`config.mk`:
```
export PLATFORM = sky130hd
export DESIGN_NAME = pack_s3
export DESIGN_NICKNAME = d
export VERILOG_FILES = /design/src/rtl/ntru_s3_pkg.sv /design/src/rtl/s3_mac8.sv /design/src/rtl/pack_s3.sv
export SDC_FILE = /design/constraint.sdc
export NUM_CORES = 1
export LEC_CHECK = 0
export CORE_UTILIZATION = 55
export CTS_CLUSTER_DIAMETER = 80
export DETAILED_ROUTE_END_ITERATION = 10
export PLACE_DENSITY = 0.83
export SLEW_MARGIN = 10
export SYNTH_ARGS = -nofsm -noshare
export SYNTH_HDL_FRONTEND = slang
export SYNTH_HIERARCHICAL = 1
export SYNTH_SLANG_ARGS = --single-unit
```
`constraint.sdc`:
```
create_clock -name clk_i -period 8 [get_ports clk_i]
set_clock_uncertainty 0.15 [all_clocks]
set_input_delay 2.4 -clock clk_i [delete_from_list [all_inputs] [get_ports clk_i]]
set_output_delay 2.4 -clock clk_i [all_outputs]
set_load 0.02 [all_outputs]
```
`src/rtl/ntru_s3_pkg.sv`:
```
// Shared definitions for the S3 (mod-3) coefficient packing path of NTRU-HRSS.
//   N_COEF_HRSS701 : coefficients packed per polynomial (n-1 for HRSS-701)
//   TPB            : trits per byte (3^5-1 = 242 fits in 8 bits)
//   N_BYTES_S3     : bytes per packed polynomial
//   s3_weight()    : 3^j weight table for slot j of a byte
//   s3_state_e     : packer FSM states
package ntru_s3_pkg;

  localparam int unsigned N_COEF_HRSS701 = 700;
  localparam int unsigned TPB            = 5;
  localparam int unsigned N_BYTES_S3     = (N_COEF_HRSS701 + TPB - 1) / TPB;

  // Weight of trit slot j within a byte; slots beyond TPB-1 never occur.
  function automatic logic [7:0] s3_weight(input logic [2:0] slot);
    logic [7:0] w;
    unique case (slot)
      3'd0:    w = 8'd1;
      3'd1:    w = 8'd3;
      3'd2:    w = 8'd9;
      3'd3:    w = 8'd27;
      3'd4:    w = 8'd81;
      default: w = 8'd0;
    endcase
    return w;
  endfunction

  typedef enum logic [1:0] {
    StIdle,
    StAccum,
    StEmit,
    StDone
  } s3_state_e;

endpackage

```
`src/rtl/s3_mac8.sv`:
```
// Combinational 8-bit multiply-accumulate for base-3 packing:
//   acc_o = acc_i + 3^w_sel_i * trit_i
// Ports:
//   acc_i   [7:0]  running byte accumulator
//   w_sel_i [2:0]  trit slot (0..4) selecting weight 3^slot
//   trit_i  [1:0]  trit value; 2'b11 contributes nothing
//   acc_o   [7:0]  updated accumulator (never exceeds 242, carry-out dropped)
// The weight product needs no multiplier: v is 0, 1 or 2, so w*v is 0, w or w<<1.
// The add is a Kogge-Stone prefix adder: half-adder row, then log2 levels of
// black (G,P) / grey (G only) combine cells.
module s3_mac8
  import ntru_s3_pkg::*;
(
  input  logic [7:0] acc_i,
  input  logic [2:0] w_sel_i,
  input  logic [1:0] trit_i,
  output logic [7:0] acc_o
);

  logic [7:0] w;
  logic [7:0] prod;
  logic [7:0] p;
  logic [6:0] g;
  logic [6:0] gg;
  logic [6:0] pp;

  always_comb begin
    w = s3_weight(w_sel_i);
    unique case (trit_i)
      2'd1:    prod = w;
      2'd2:    prod = {w[6:0], 1'b0};
      default: prod = 8'd0;
    endcase
  end

  always_comb begin
    // Half-adder row.
    p  = acc_i ^ prod;
    g  = acc_i[6:0] & prod[6:0];
    gg = g;
    pp = p[6:0];
    // Descending i so gg/pp[i-d] still hold the previous level's value.
    for (int d = 1; d < 7; d = d * 2) begin
      for (int i = 6; i >= d; i--) begin
        gg[i] = gg[i] | (pp[i] & gg[i-d]);
        pp[i] = pp[i] & pp[i-d];
      end
    end
    acc_o = p ^ {gg, 1'b0};
  end

endmodule

```
`src/rtl/pack_s3.sv`:
```
// Packs a stream of S3 coefficients (trits 0..2) into bytes, five trits per byte:
//   byte = t0 + 3*t1 + 9*t2 + 27*t3 + 81*t4 (t0 = lowest-index coefficient).
// Ports:
//   clk_i        rising-edge clock
//   rst_i        synchronous active-high reset
//   start_i      begins a polynomial (only honoured when idle)
//   in_valid_i / in_ready_o / in_trit_i[1:0]    trit input handshake
//   out_valid_o / out_ready_i / out_byte_o[7:0]  byte output handshake
//   out_last_o   marks the final byte of the polynomial
//   busy_o       high in every state except idle
//   done_o       one-cycle pulse after the last byte is accepted
//   err_o        sticky: a trit of 2'b11 was accepted; cleared by start or reset
module pack_s3
  import ntru_s3_pkg::*;
#(
  parameter int unsigned NCoef = N_COEF_HRSS701
) (
  input  logic       clk_i,
  input  logic       rst_i,
  input  logic       start_i,
  input  logic       in_valid_i,
  output logic       in_ready_o,
  input  logic [1:0] in_trit_i,
  output logic       out_valid_o,
  input  logic       out_ready_i,
  output logic [7:0] out_byte_o,
  output logic       out_last_o,
  output logic       busy_o,
  output logic       done_o,
  output logic       err_o
);

  localparam int unsigned NBytes = (NCoef + TPB - 1) / TPB;
  localparam int unsigned CoefW  = $clog2(NCoef + 1);
  localparam int unsigned ByteW  = $clog2(NBytes + 1);
  localparam logic [CoefW-1:0] LastCoef = CoefW'(NCoef - 1);
  localparam logic [ByteW-1:0] LastByte = ByteW'(NBytes - 1);
  localparam logic [2:0]       LastSlot = 3'(TPB - 1);

  s3_state_e        state_q, state_d;
  logic [7:0]       acc_q, acc_d;
  logic [2:0]       slot_q, slot_d;
  logic [CoefW-1:0] coef_cnt_q, coef_cnt_d;
  logic [ByteW-1:0] byte_cnt_q, byte_cnt_d;
  logic [7:0]       out_byte_q, out_byte_d;
  logic             out_valid_q, out_valid_d;
  logic             out_last_q, out_last_d;
  logic             err_q, err_d;

  logic [1:0]       trit_v;
  logic [7:0]       mac_sum;
  logic             closing;

  // An illegal trit is folded to zero so it cannot corrupt the byte.
  assign trit_v  = (in_trit_i == 2'b11) ? 2'b00 : in_trit_i;
  // Final trit of a byte: full byte, or last coefficient of a short final byte.
  assign closing = (slot_q == LastSlot) || (coef_cnt_q == LastCoef);

  s3_mac8 u_mac (
    .acc_i   (acc_q),
    .w_sel_i (slot_q),
    .trit_i  (trit_v),
    .acc_o   (mac_sum)
  );

  always_comb begin
    state_d     = state_q;
    acc_d       = acc_q;
    slot_d      = slot_q;
    coef_cnt_d  = coef_cnt_q;
    byte_cnt_d  = byte_cnt_q;
    out_byte_d  = out_byte_q;
    out_valid_d = out_valid_q;
    out_last_d  = out_last_q;
    err_d       = err_q;

    unique case (state_q)
      StIdle: begin
        if (start_i) begin
          state_d    = StAccum;
          acc_d      = 8'd0;
          slot_d     = 3'd0;
          coef_cnt_d = '0;
          byte_cnt_d = '0;
          err_d      = 1'b0;
        end
      end
      StAccum: begin
        if (in_valid_i) begin
          if (in_trit_i == 2'b11) begin
            err_d = 1'b1;
          end
          if (closing) begin
            out_byte_d  = mac_sum;
            out_valid_d = 1'b1;
            out_last_d  = (byte_cnt_q == LastByte);
            state_d     = StEmit;
          end else begin
            acc_d      = mac_sum;
            slot_d     = slot_q + 3'd1;
            coef_cnt_d = coef_cnt_q + 1'b1;
          end
        end
      end
      StEmit: begin
        if (out_ready_i) begin
          out_valid_d = 1'b0;
          acc_d       = 8'd0;
          slot_d      = 3'd0;
          coef_cnt_d  = coef_cnt_q + 1'b1;
          if (out_last_q) begin
            out_last_d = 1'b0;
            state_d    = StDone;
          end else begin
            byte_cnt_d = byte_cnt_q + 1'b1;
            state_d    = StAccum;
          end
        end
      end
      StDone: begin
        state_d = StIdle;
      end
      default: begin
        state_d = StIdle;
      end
    endcase
  end

  always_ff @(posedge clk_i) begin
    if (rst_i) begin
      state_q     <= StIdle;
      acc_q       <= 8'd0;
      slot_q      <= 3'd0;
      coef_cnt_q  <= '0;
      byte_cnt_q  <= '0;
      out_byte_q  <= 8'd0;
      out_valid_q <= 1'b0;
      out_last_q  <= 1'b0;
      err_q       <= 1'b0;
    end else begin
      state_q     <= state_d;
      acc_q       <= acc_d;
      slot_q      <= slot_d;
      coef_cnt_q  <= coef_cnt_d;
      byte_cnt_q  <= byte_cnt_d;
      out_byte_q  <= out_byte_d;
      out_valid_q <= out_valid_d;
      out_last_q  <= out_last_d;
      err_q       <= err_d;
    end
  end

  assign in_ready_o  = (state_q == StAccum);
  assign busy_o      = (state_q != StIdle);
  assign done_o      = (state_q == StDone);
  assign out_valid_o = out_valid_q;
  assign out_byte_o  = out_byte_q;
  assign out_last_o  = out_last_q;
  assign err_o       = err_q;

endmodule

```
Word level (Yosys, flattened, before mapping). Cells that the tools add are included. W data, S select, Z words.

Output and inout port bits: 14. Word-level logic and storage cells: 122. Bits in registers: 42. Input bits: 7.

Equal/unequal tests: 19. Mux-type cells: 38. Bitwise gates (word level): 39. Reductions and logical operators: 14. $add $sub $neg: 3.

Operators by type and width (count): $mux W8 (6); $mux W10 (4); $pmux W7 S5 (1); $pmux W8 S2 (2); $pmux W10 S3 (1); $pmux W8 S3 (1); $and A1 B1 Y1 (22); $reduce_and A4 Y1 (4); $xor A8 B8 Y8 (2); $or A1 B1 Y1 (14); $mux W2 (6); $mux W3 (4); $add A10 B1 Y10 const B (1); $eq A10 B10 Y1 const B (1); $ne A2 B2 Y1 const B (5); $pmux W3 S3 (1); $add A8 B1 Y8 const B (1); $eq A2 B2 Y1 const B (4); $eq A8 B8 Y1 const B (1); $mux W1 (8); $pmux W2 S4 (1); $reduce_bool A2 Y1 (4); $and A7 B7 Y7 (1); $eq A3 B2 Y1 const B (2); 12 further kinds (16).

Logic depth before layout (Yosys ltp).
Depth in word-level cells: 14. Gate-level depth with buffers: 13. Mapped depth without buffers: 13.

Hierarchy. Netlist, hierarchy kept.

By module, submodules not included: pack_s3 (times used 1, area an instance 2323.5 µm², sequential area each 840.8 µm², cells an instance 252); s3_mac8 (times used 1, area an instance 454.2 µm², sequential area each 0.0 µm², cells an instance 61).

Worst setup path after synthesis. Ideal clock, no wire load.

Kind: input to register. From: input in_trit_i[0]. To: register out_byte_q[6], in the netlist out_byte_o[6]. Required time: 7.778 ns. Buffers on the path: 0. Setup slack: 3.098 ns. Data arrival time: 4.681 ns. Setup time: 0.072 ns. Cell stages on the path: 12. Cells stage by stage: nor2b_1 inv_1 ha_1 nand2b_1 nor3b_1 ha_1 nor2b_1 o31a_1 or4b_1 nand3_1 nand2_1 mux2i_1.

Word-level cells in the longest chain between the ends: 11. Elaborated cells on any way between the ends: 21. Those cells by class: 3 x eq/ne; 2 x mux; 16 x bitwise.

Ends and longest elaborated chain: start: declaration (RTL line pack_s3.sv:23) `input logic [1:0] in_trit_i,`; $eq A2 B2 Y1 (RTL line pack_s3.sv:55) `assign trit_v = (in_trit_i == 2'b11) ? 2'b00 : in_trit_i;`; $mux W2 * (RTL line pack_s3.sv:55); $eq A2 B2 Y1 / $eq A2 B1 Y1 (equally long branches) (RTL line s3_mac8.sv:29) `unique case (trit_i)`; $pmux W8 S2 * (RTL line s3_mac8.sv:29); $xor A8 B8 Y8 / $and A7 B7 Y7 (equally long branches) (RTL line s3_mac8.sv:38, s3_mac8.sv:39); $and A1 B1 Y1 (RTL line s3_mac8.sv:45) `gg[i] = gg[i] | (pp[i] & gg[i-d]);`; $or A1 B1 Y1 (RTL line s3_mac8.sv:45); $and A1 B1 Y1 (RTL line s3_mac8.sv:45); $or A1 B1 Y1 (2 in series) (RTL line s3_mac8.sv:45); $xor A8 B8 Y8 * (RTL line s3_mac8.sv:49) `acc_o = p ^ {gg, 1'b0};`; named net mac_sum[6] (RTL line pack_s3.sv:51) `logic [7:0] mac_sum;`; end signal: assignment (RTL line pack_s3.sv:146) `out_byte_q <= out_byte_d;`; end: declaration (RTL line pack_s3.sv:45) `logic [7:0] out_byte_q, out_byte_d;`.

Mark *: on every way through the listed nets, which the timed path passes. The rest lies on a longest branch. A chain may end at the register's enable or synchronous reset.

Worst setup path in the final report.
From: input in_trit_i[0]. To: register out_byte_q[6], in the netlist out_byte_o[6].

Word-level cells in the longest chain between the ends: 11. Elaborated cells on any way between the ends: 21. Those cells by class: 3 x eq/ne; 2 x mux; 16 x bitwise.

Ends and longest elaborated chain: $eq A2 B2 Y1 (RTL line pack_s3.sv:55); $mux W2 * (RTL line pack_s3.sv:55); named net trit_v[0] (RTL line pack_s3.sv:50) `logic [1:0] trit_v;`; $eq A2 B2 Y1 / $eq A2 B1 Y1 (equally long branches) (RTL line s3_mac8.sv:29); $pmux W8 S2 * (RTL line s3_mac8.sv:29); $xor A8 B8 Y8 / $and A7 B7 Y7 (equally long branches) (RTL line s3_mac8.sv:38, s3_mac8.sv:39); $and A1 B1 Y1 (RTL line s3_mac8.sv:45); $or A1 B1 Y1 (RTL line s3_mac8.sv:45); $and A1 B1 Y1 (RTL line s3_mac8.sv:45); $or A1 B1 Y1 (2 in series) (RTL line s3_mac8.sv:45); $xor A8 B8 Y8 * (RTL line s3_mac8.sv:49); named net mac_sum[6] (RTL line pack_s3.sv:51).

Marks and branches as above.

==> metrics.txt <==
min-delay src out_byte_o[6]$_SDFFE_PP0P_; leading cell type in the layout, fill and taps excluded dfxtp_1; Final period util 67.1%; dpl ws 2.38 ns; endpoints failing setup 0; Critical Path Slowest Stage Cell clkdlybuf4s50_1; register area share after synthesis 30.3%; Multi-input gate area 0.00176 mm^2; Worst setup EP type flip-flop; CTS buffer count 5; 1st-pass router iterations 5; Worst Path Arrival 5.45 ns; final number of hold-violating endpoints 0; RR Startpoint slot_q[2]$_SDFFE_PP0P_; Peak supply drop 115 uV; P_leak 1.13 nW; setup bufs post-CTS 0; Yosys warnings 6; Largest stage delay, worst path 0.49 ns; routed vias/inst 5.96; Tmin final 5.37 ns; synthesized instance count 313; worst min path class flip-flop to flip-flop; # nets final 355; # DRC 0; row count 25; largest net degree at the start of global routing 36; WHS Endpoint out_byte_o[6]$_SDFFE_PP0P_; buffer levels on the longest clock path 2; H-tree depth 2; Synth-to-Final Area Change 12.3%; DR iter-0 viols 119; synthesis-stage register bit count 42; CTS tree done; Crit path buffers/inverters 2; Clk Latency, worst-skew pair 0.30 ns; FF-to-FF path depth 11; Crit path max-delay family simple AND/OR/NAND/NOR gates; CTS hold repair buffers 0; CP max FO 6; first-pass GRT wire length 9940 um; GRT Total Usage 23.9%; setup ws final 2.63 ns; worst r2r dst out_byte_o[6]$_SDFFE_PP0P_; EDFF count, synth 0; Power Density 212 mW/mm^2; Post-DP HPWL 4190 um; post-cts sizing count 0; # port buffers 20; Synth cell types 66; Clk Tree Root Cell clkbuf_8; vias in the first global route 2170; Crit Path Class input pin to flip-flop; asr flop ratio synth 0%; RSZ-0062 raised after global routing false; Post-Route WL 5980 um; Synthesized Nets 339; Post-Syn Area per Cell 8.87 um^2; post-route insts no fill 397; Ant. Diodes 0; Die Y 73.1 um; clock slew at reported path FFs 0.09 ns; full die area 0.00534 mm^2; Max-slew headroom 47.7%; utilization after layout 65.2%; Startpoint Class input pin; Hold Path Depth 2; Netlist Area Pre-Place 0.00278 mm^2; Slew @ Worst Pin 0.780 ns; status complete, no violations; starting density of the core 58.0%; share of post-route cells with drive strength above 1 9.09%; cell breakdown of the critical path clkdlybuf4s50_1 -> nor2b_1 -> inv_1 -> ha_1 -> nand2b_1 -> nor3b_1 -> ha_1 -> nor2b_1 -> o31a_1 -> or4b_1 -> nand3_1 -> nand2_1 -> mux2i_1; initial antenna violation count 0; total power draw 0.000661 W; CTS Sinks 42; register area 841 um^2; setup tns final 0 ns; Congestion Overflow GR 0; most frequent cells in the layout dfxtp_1 (42), nand2_1 (34), inv_1 (30), clkdlybuf4s50_1 (20), ha_1 (18); Routed Antenna Nets 0; Max Clock Freq 186 MHz; worst path required time 8.08 ns; IO Pins 21; Placed Cells 389; R2R setup slack 5.14 ns; top_reg_cell synth dfxtp_1; via count 2368; number of max-cap violations 0; die span in x 73.1 um; WL per Instance 15.1 um; Pins Over Slew Limit 0; Placer Congestion 0.857; core area 0.00479 mm^2; fillers 388
[synthesized netlist by cell type (all sizes together), types with 3 or more instances]
cell type,instances,share of area (%)
a21oi,12,2.3
a221oi,10,3.2
a31oi,3,0.68
buf,5,1.2
clkbuf,7,0.95
dfxtp,42,30
ha,18,8.1
inv,30,4.1
mux2i,11,4.0
nand2,34,4.6
nand2b,8,1.8
nand3,14,3.2
nand4,4,0.90
nand4b,3,1.5
nor2,9,1.2
nor2b,9,2.0
nor3,3,0.54
nor4,3,0.68
o21ai,9,1.6
o31ai,3,1.3
o32ai,18,7.8
or3,9,2.0
xnor2,7,2.5
[metrics by stage]
| stage | hold WS (ns) | cell area, um^2 |
|---|---|---|
| global placement | 0.297 | 3010 |
| finish | 0.324 | 3120 |
| floorplan | 0.302 | 2780 |
| detailed placement | 0.310 | 3010 |
| CTS | 0.323 | 3120 |
| global route | 0.343 | 3120 |
[tightest hold or removal path: cells and delay by family, from the launching register on]
kind             cells  cell delay [ns]
and+or+nand+nor      1             0.05
DFF                  1             0.32
muxes                1             0.06
[where the power goes]
group | total (W) | switching [W] | internal [W]
registers | 0.000233 | 0.0000128 | 0.000220
logic | 0.000259 | 0.000163 | 0.0000958
clock network | 0.000169 | 0.0000762 | 0.0000932
[state kept, by name, summed over array words and instances (netlist names)]
| signal | count |
|---|---|
| out_byte_o | 8 |
| out_valid_o | 1 |
| err_o | 1 |
| state_q | 2 |
| out_last_o | 1 |
| acc_q | 8 |
| byte_cnt_q | 8 |
| coef_cnt_q | 10 |
| slot_q | 3 |
[metal layers]
metal,routed length (um),vias up,GRT usage (%),part of all wire [%]
met5,0,-,0,0
met4,77,0,7.84,1.3
met3,252,6,4.56,4.2
met2,2820,58,39.2,47
met1,2830,1108,31.6,47
li1,-,1196,-,-
[cell type report]
class | instances | share of cell area, %
sequential | 42 | 26.9
inverter | 31 | 3.73
multi-input combinational | 228 | 56.5
clock inverter | 2 | 1.20
tap | 67 | 2.69
timing repair buffer | 21 | 6.66
clock buffer | 6 | 2.33
[how the worst max path moves through the flow]
stage | start | endpoint | slack [ns] | cells past startpoint
2_1_floorplan | in_trit_i[0] | out_byte_o[6]$_SDFFE_PP0P_ | 3.10 | 12
3_3_place_gp | in_trit_i[0] | out_byte_o[6]$_SDFFE_PP0P_ | 2.50 | 13
3_5_place_dp | in_trit_i[0] | out_byte_o[6]$_SDFFE_PP0P_ | 2.38 | 13
4_1_cts | in_trit_i[0] | out_byte_o[6]$_SDFFE_PP0P_ | 2.68 | 13
5_1_grt | in_trit_i[0] | out_byte_o[6]$_SDFFE_PP0P_ | 2.49 | 13
6_report | in_trit_i[0] | out_byte_o[6]$_SDFFE_PP0P_ | 2.63 | 13
[cells by family (layout without fill, tap and decap cells)]
group / Yosys count / count (layout) / synth area share (%)
buffers and inverters: 43 / 60 / 6.31
multiplexers: 13 / 13 / 4.77
flip-flops: 42 / 42 / 30.3
AND/OR/NAND/NOR: 113 / 113 / 24.0
AO/OA/AOI/OAI: 75 / 75 / 23.0
adder cells (fa/ha/maj): 19 / 19 / 8.83
XOR/XNOR: 8 / 8 / 2.79
Note: power is estimated with default switching activity, not from simulation.
